### src/rtl/fetch_buffer_if.sv
// Fetch-buffer bus bundle: instruction memory port plus decode-side handshake.
// Latency: n/a (signal bundle only).
// Backpressure: dec_valid/dec_ready handshake; redirect overrides both directions.
interface fetch_buffer_if #(
    parameter int DEPTH = 4
);
    localparam int LW = $clog2(DEPTH) + 1;

    logic [31:0]   imem_adr;
    logic [31:0]   imem_instr;
    logic          redirect;
    logic [31:0]   redirect_pc;
    logic          dec_valid;
    logic          dec_ready;
    logic [31:0]   dec_instr;
    logic [31:0]   dec_pc_plus4;
    logic [LW-1:0] level;

    // Fetch-buffer side
    modport master (
        output imem_adr,
        input  imem_instr,
        input  redirect,
        input  redirect_pc,
        output dec_valid,
        input  dec_ready,
        output dec_instr,
        output dec_pc_plus4,
        output level
    );

    // Environment side: instruction memory, decode stage, branch resolution
    modport slave (
        input  imem_adr,
        output imem_instr,
        output redirect,
        output redirect_pc,
        input  dec_valid,
        output dec_ready,
        input  dec_instr,
        input  dec_pc_plus4,
        input  level
    );
endinterface

### src/rtl/fetch_buffer.sv
// Instruction fetch front-end: owns the PC, queues {pc+4, instr} into a DEPTH-entry FIFO for decode.
// Latency: a word fetched in cycle N is visible to decode in N+1; redirect target appears two edges later.
// Backpressure: fetch stalls (PC holds) while full; redirect flushes the FIFO. Optional macro FETCH_BUFFER_STATS_EN adds stall/flush counters.
module fetch_buffer #(
    parameter int          DEPTH    = 4,
    parameter logic [31:0] RESET_PC = 32'h0000_0000
) (
    input  logic                  clk,
    input  logic                  rst,
`ifdef FETCH_BUFFER_STATS_EN
    output logic [31:0]           stall_cycles,
    output logic [31:0]           flush_count,
`endif
    fetch_buffer_if.master        bus
);
    localparam int AW = $clog2(DEPTH);
    localparam int LW = AW + 1;

    logic [31:0]   pc_q;
    logic [AW-1:0] wr_ptr_q;
    logic [AW-1:0] rd_ptr_q;
    logic [LW-1:0] level_q;
    logic [LW-1:0] level_d;

    logic [31:0]   instr_mem [DEPTH];
    logic [31:0]   pc4_mem   [DEPTH];

    logic          full;
    logic          empty;
    logic          push;
    logic          pop;
    logic [31:0]   pc_plus4;

    assign full     = (level_q == LW'(DEPTH));
    assign empty    = (level_q == '0);
    assign pc_plus4 = pc_q + 32'd4;

    // A full buffer never pushes, even if decode frees a slot this cycle; redirect blocks both sides.
    assign push = !full && !bus.redirect;
    assign pop  = bus.dec_valid && bus.dec_ready;

    assign bus.imem_adr     = pc_q;
    assign bus.dec_valid    = !empty && !bus.redirect;
    assign bus.dec_instr    = empty ? 32'd0 : instr_mem[rd_ptr_q];
    assign bus.dec_pc_plus4 = empty ? 32'd0 : pc4_mem[rd_ptr_q];
    assign bus.level        = level_q;

    // Next occupancy from the push/pop pair; redirect override is applied in the register.
    always_comb begin
        level_d = level_q;
        if (push && !pop) begin
            level_d = level_q + LW'(1);
        end else if (pop && !push) begin
            level_d = level_q - LW'(1);
        end
    end

    // PC, pointers and occupancy; redirect has priority and restarts the queue from its target.
    always_ff @(posedge clk or posedge rst) begin
        if (rst) begin
            pc_q     <= RESET_PC;
            wr_ptr_q <= '0;
            rd_ptr_q <= '0;
            level_q  <= '0;
        end else if (bus.redirect) begin
            pc_q     <= {bus.redirect_pc[31:2], 2'b00};
            wr_ptr_q <= '0;
            rd_ptr_q <= '0;
            level_q  <= '0;
        end else begin
            if (push) begin
                pc_q     <= pc_plus4;
                wr_ptr_q <= wr_ptr_q + AW'(1);
            end
            if (pop) begin
                rd_ptr_q <= rd_ptr_q + AW'(1);
            end
            level_q <= level_d;
        end
    end

    // Entry storage; contents are masked by level, so it needs no reset.
    always_ff @(posedge clk) begin
        if (push) begin
            instr_mem[wr_ptr_q] <= bus.imem_instr;
            pc4_mem[wr_ptr_q]   <= pc_plus4;
        end
    end

`ifdef FETCH_BUFFER_STATS_EN
    // Saturating counters of full cycles and redirect cycles.
    always_ff @(posedge clk or posedge rst) begin
        if (rst) begin
            stall_cycles <= '0;
            flush_count  <= '0;
        end else begin
            if (full && (stall_cycles != 32'hFFFF_FFFF)) begin
                stall_cycles <= stall_cycles + 32'd1;
            end
            if (bus.redirect && (flush_count != 32'hFFFF_FFFF)) begin
                flush_count <= flush_count + 32'd1;
            end
        end
    end
`endif

endmodule

### src/flat_wrapper.sv
// flat-port wrapper written by rule: the top's interface ports become plain ports
module fetch_buffer_flat 
#(
    parameter int          DEPTH    = 4,
    parameter logic [31:0] RESET_PC = 32'h0000_0000
)
  (clk, rst, bus_imem_adr, bus_imem_instr, bus_redirect, bus_redirect_pc, bus_dec_valid, bus_dec_ready, bus_dec_instr, bus_dec_pc_plus4, bus_level);
  fetch_buffer_if #(.DEPTH(DEPTH)) bus_i ();
  input  logic clk;
  input  logic rst;
  output wire logic [$bits(bus_i.imem_adr)-1:0] bus_imem_adr;
  input wire logic [$bits(bus_i.imem_instr)-1:0] bus_imem_instr;
  input wire logic [$bits(bus_i.redirect)-1:0] bus_redirect;
  input wire logic [$bits(bus_i.redirect_pc)-1:0] bus_redirect_pc;
  output wire logic [$bits(bus_i.dec_valid)-1:0] bus_dec_valid;
  input wire logic [$bits(bus_i.dec_ready)-1:0] bus_dec_ready;
  output wire logic [$bits(bus_i.dec_instr)-1:0] bus_dec_instr;
  output wire logic [$bits(bus_i.dec_pc_plus4)-1:0] bus_dec_pc_plus4;
  output wire logic [$bits(bus_i.level)-1:0] bus_level;
  assign bus_imem_adr = bus_i.imem_adr;
  assign bus_i.imem_instr = bus_imem_instr;
  assign bus_i.redirect = bus_redirect;
  assign bus_i.redirect_pc = bus_redirect_pc;
  assign bus_dec_valid = bus_i.dec_valid;
  assign bus_i.dec_ready = bus_dec_ready;
  assign bus_dec_instr = bus_i.dec_instr;
  assign bus_dec_pc_plus4 = bus_i.dec_pc_plus4;
  assign bus_level = bus_i.level;
  fetch_buffer #(.DEPTH(DEPTH), .RESET_PC(RESET_PC)) u_core (.clk(clk), .rst(rst), .bus(bus_i));
endmodule
### config.mk
export PLATFORM = sky130hd
export DESIGN_NAME = fetch_buffer_flat
export DESIGN_NICKNAME = d
export VERILOG_FILES = /design/src/rtl/fetch_buffer_if.sv /design/src/rtl/fetch_buffer.sv /design/src/flat_wrapper.sv
export SDC_FILE = /design/constraint.sdc
export NUM_CORES = 1
export LEC_CHECK = 0
export CORE_ASPECT_RATIO = 1.1
export CORE_UTILIZATION = 39
export DETAILED_ROUTE_END_ITERATION = 8
export PLACE_DENSITY_LB_ADDON = 0.08
export RECOVER_POWER = 50
export SYNTH_ARGS = -nofsm -noshare
export SYNTH_HDL_FRONTEND = slang
export SYNTH_SLANG_ARGS = --single-unit
### constraint.sdc
create_clock -name clk -period 3.5 [get_ports clk]
set_input_delay 0.7 -clock clk [delete_from_list [all_inputs] [get_ports clk]]
set_output_delay 0.7 -clock clk [all_outputs]
set_load 0.01 [all_outputs]
==> run_results.csv <==
group,metric,value,unit
run_status,run_status,"complete, but fails checks",
run_status,violations,"capacitance limit, slew limit",
setup_path,crit-reg2reg-launch,"u_core.bus.level[0]$_DFFE_PP0P_",
floorplan,die_h,187,microns
power_and_ir_drop,sw_frac_of_total,27.8,%
floorplan,initial_core_util,39.7,%
clock_tree,clock_path_buffers,3,
sta,layout_setup_ws,177,ps
placement,placed_area,14300,sq um
layout,layout-area-overhead-vs-synth,25.5,%
clock_tree,insertion_delay,530,ps
sta,max_slew.worst_pin.slew,2130,ps
flow_run,maximum_capacitance_violations,1,
global_routing,grt_overflow,0,
sta,final_period_minus_worst_setup_slack,3320,ps
global_routing,pin_count_of_the_biggest_net_entering_global_routing,43,
setup_path,critical_path.cell_chain,"buf_12 > mux4_2 > and2_1 > clkdlybuf4s50_1",
power_and_ir_drop,switching_power,2.95,mW
floorplan,fp.dieW,170,microns
global_routing,grt_antenna_before_repair,0,
logic_synthesis,synth_compound_area_share,2.97,%
power_and_ir_drop,report.power.total,10.6,mW
power_and_ir_drop,ir_drop,0.395,mV
clock_tree,clk_transition_reported_paths,60,ps
logic_synthesis,synth_xor_xnor_area_share,2.89,%
power_and_ir_drop,power.density_cell_area,700,nW/um^2
layout,postLayoutCoreUtil,49.8,%
drt,avgRoutedWirePerCell,20.3,microns
logic_synthesis,synth_simple_gate_area_share,10.3,%
logic_synthesis,dominant_cell_by_count_in_the_synthesized_netlist,"sky130_fd_sc_hd__edfxtp_1",
placement,port_buffers,161,
setup_path,worst_setup_path_end_kind,"output pin",
sta,final-setup-viol-count,0,
layout,post_route_cells_drive_above_1_share,14.2,%
power_and_ir_drop,share_comb_of_total_power,30.2,%
power_and_ir_drop,share_clk_of_total_power,27.1,%
placement,place_inst,1282,
min_path,holdPathStages,2,
drt,detail_route.vias_per_cell,5.22,
sta,grt_setup_unrepaired,"no",
min_path,worstHoldPathType,"flip-flop to flip-flop",
sta,fin_worst_hold_slack,584,ps
logic_synthesis,synth.ff_latch_count,285,
logic_synthesis,postSynth.topFlopCell,"sky130_fd_sc_hd__edfxtp_1",
layout,stdcell_count,1336,
logic_synthesis,share_of_synthesized_area_spent_on_multiplexers,11.7,%
floorplan,die-area,31800,sq um
clock_tree,cts_num_sinks,285,
logic_synthesis,synth_cells,740,
floorplan,num_io_pins,168,
power_and_ir_drop,sequentialPowerShare,42.7,%
setup_path,critical_path_s_slowest_cell,"sky130_fd_sc_hd__dfrtp_4",
clock_tree,clk_root_buffer_cell,"sky130_fd_sc_hd__clkbuf_16",
sta,finalHoldViolations,0,
setup_path,cp_num_buf_inv,2,
logic_synthesis,synthDominantCellAreaShare,61.5,%
setup_path,path_depth,4,
sta,timing.fmax,301,MHz
drt,drc_errors,0,
setup_path,critPathKind,"flip-flop to output pin",
layout,final_design_area_no_fill,15200,sq um
logic_synthesis,number_of_flops_mapped_to_enable_cells_by_yosys,248,
logic_synthesis,ys_async_sr_fraction,13.0,%
clock_tree,htree_levels,1,
drt,finalWirelength,27.1,mm
global_routing,vias_in_the_first_global_route,7450,
sta,slew_violations,15,
sta,maxSlewHeadroom,-42.5,%
logic_synthesis,netlist_top_cells_count,"sky130_fd_sc_hd__edfxtp_1 (248), sky130_fd_sc_hd__and2_1 (64), sky130_fd_sc_hd__mux4_2 (62)",
logic_synthesis,mapped_area,12100,sq um
setup_path,cp_data_required_time,2800,ps
logic_synthesis,sequential_cell_area_fraction_in_the_yosys_report,69.1,%
sta,setup-tns-final,0,ps
layout,antennaDiodeCount,0,
global_routing,grt_util_all_layers,17.5,%
setup_path,startpoint,"u_core.rd_ptr_q[0]$_DFFE_PP0P_",
setup_path,worst_setup_path_start_kind,"flip-flop",
placement,globalplace.congestion,0.813,
logic_synthesis,syn-mean-instance-area,16.4,sq um
logic_synthesis,ys_types,46,
floorplan,core_region_area,30500,sq um
clock_tree,post_cts_hold_buffer_count,0,
setup_path,worst_path_largest_cell_delay,660,ps
placement,preCtsSetupSlack,451,ps
drt,antenna_violating_nets_post_route,0,
sta,worst_clock_skew,8.70,ps
power_and_ir_drop,internal_power,7.68,mW
power_and_ir_drop,leakagePower,4.97,nW
drt,detailroute.via_count,6972,
setup_path,arrival_time_at_the_worst_endpoint,2620,ps
min_path,worst_hold_startpoint,"u_core.wr_ptr_q[1]$_DFFE_PP0N_",
logic_synthesis,yosysWarnings,0,
logic_synthesis,synth.area.top_cells,"sky130_fd_sc_hd__edfxtp_1 (61%), sky130_fd_sc_hd__mux4_2 (12%), sky130_fd_sc_hd__dfrtp_1 (7.6%)",
logic_synthesis,synth.largest_area_cell,"sky130_fd_sc_hd__edfxtp_1",
setup_path,rr_worst_depth,3,
clock_tree,numCtsBuffers,29,
sta,fin_crit_sh,94.9,%
setup_path,cp_top_family,"buffers and inverters",
floorplan,placement_rows,67,
drt,detailedRoute.firstIterationViolations,451,
clock_tree,clock_tree_from_tritoncts,"built",
global_routing,global_route_wire_length_before_repair,42.6,mm
placement,place.detailed.hpwl,17.6,mm
setup_path,worstPathMaxFanout,17,
layout,finish.net_count,974,
logic_synthesis,largest_family_of_logic_cells_by_synthesized_area,"multiplexers",
logic_synthesis,yosys.area_share.adder,0.682,%
drt,drt_first_pass_iters,5,
area by class of cell:
class                      count  area [sq um]
fill                        2650         15300
tap                          414           518
timing repair buffer         181          1890
clock buffer                  44           812
multi-input combinational    393          3490
inverter                      10          37.5
sequential                   285          8380
clock inverter                 9          78.8
registers in the layout, indices dropped and copies added, names as in the netlist:
| name | count |
|---|---|
| u_core.bus.imem_adr | 30 |
| u_core.wr_ptr_q | 2 |
| u_core.pc4_mem | 120 |
| u_core.bus.level | 3 |
| u_core.instr_mem | 128 |
| u_core.rd_ptr_q | 2 |
per-layer routing:
metal  vias up  GRT usage [%]  share of wire, %
met5         -              0                 0
met4         0           4.54               1.6
met3        34           2.71               5.2
met2       236           29.7                49
met1      3515           23.4                44
li1       3187              -                 -
tightest hold or removal path, cell delays in order (launching register included):
cell	delay (ps)
sky130_fd_sc_hd__dfrtp_1	410
sky130_fd_sc_hd__nand2_1	70
sky130_fd_sc_hd__a21oi_1	60
placed cells by master (no fill, tap or decap), drive strengths merged, types with 13 or more instances in the layout:
cell | Yosys | routed
nand2 | 39 | 39
clkdlybuf4s50 | 0 | 124
nand3 | 22 | 22
clkbuf | 37 | 46
nor2 | 29 | 29
xor2 | 25 | 25
xnor2 | 15 | 15
dfrtp | 37 | 37
edfxtp | 248 | 248
mux4 | 62 | 62
dlygate4sd3 | 0 | 37
and2 | 64 | 64
buf | 18 | 18
or4 | 18 | 18
a31oi | 13 | 13
what timing repair did:
item	in CTS	in global routing
endpoints found under the setup margin	33	0
gates resized for setup	1	0
buffers inserted	1	0
power groups by stage:
stage | clock network [mW] | registers (mW) | logic (mW)
CTS | 2.96 | 4.55 | 3.33
floorplan | 0 | 4.53 | 1.72
detailed placement | 0 | 4.64 | 3.27
global route | 3.09 | 4.60 | 3.48
finish | 2.89 | 4.54 | 3.21
global placement | 0 | 4.60 | 3.22
cell families (layout without fill, tap and decap cells):
group / Yosys count / after routing
multiplexers: 64 / 64
other: 1 / 4
AND/OR/NAND/NOR: 224 / 224
XOR/XNOR: 40 / 40
flip-flops: 285 / 285
adder cells (fa/ha/maj): 6 / 6
buffers and inverters: 65 / 244
AO/OA/AOI/OAI: 55 / 55
worst paths after layout:
path,endpoint,slack (ps)
setup / recovery,bus_dec_instr[15],180
hold / removal,u_core.wr_ptr_q[1]$_DFFE_PP0N_,580
setup reg to reg,u_core.pc4_mem[3][2]$_DFFE_PP_,420
hold reg to reg,u_core.wr_ptr_q[1]$_DFFE_PP0N_,580
max in group asynchronous,u_core.bus.imem_adr[28]$_DFFE_PP0N_,1280
min in group asynchronous,u_core.bus.imem_adr[12]$_DFFE_PP0N_,750
(Power assumes the default switching activity.)
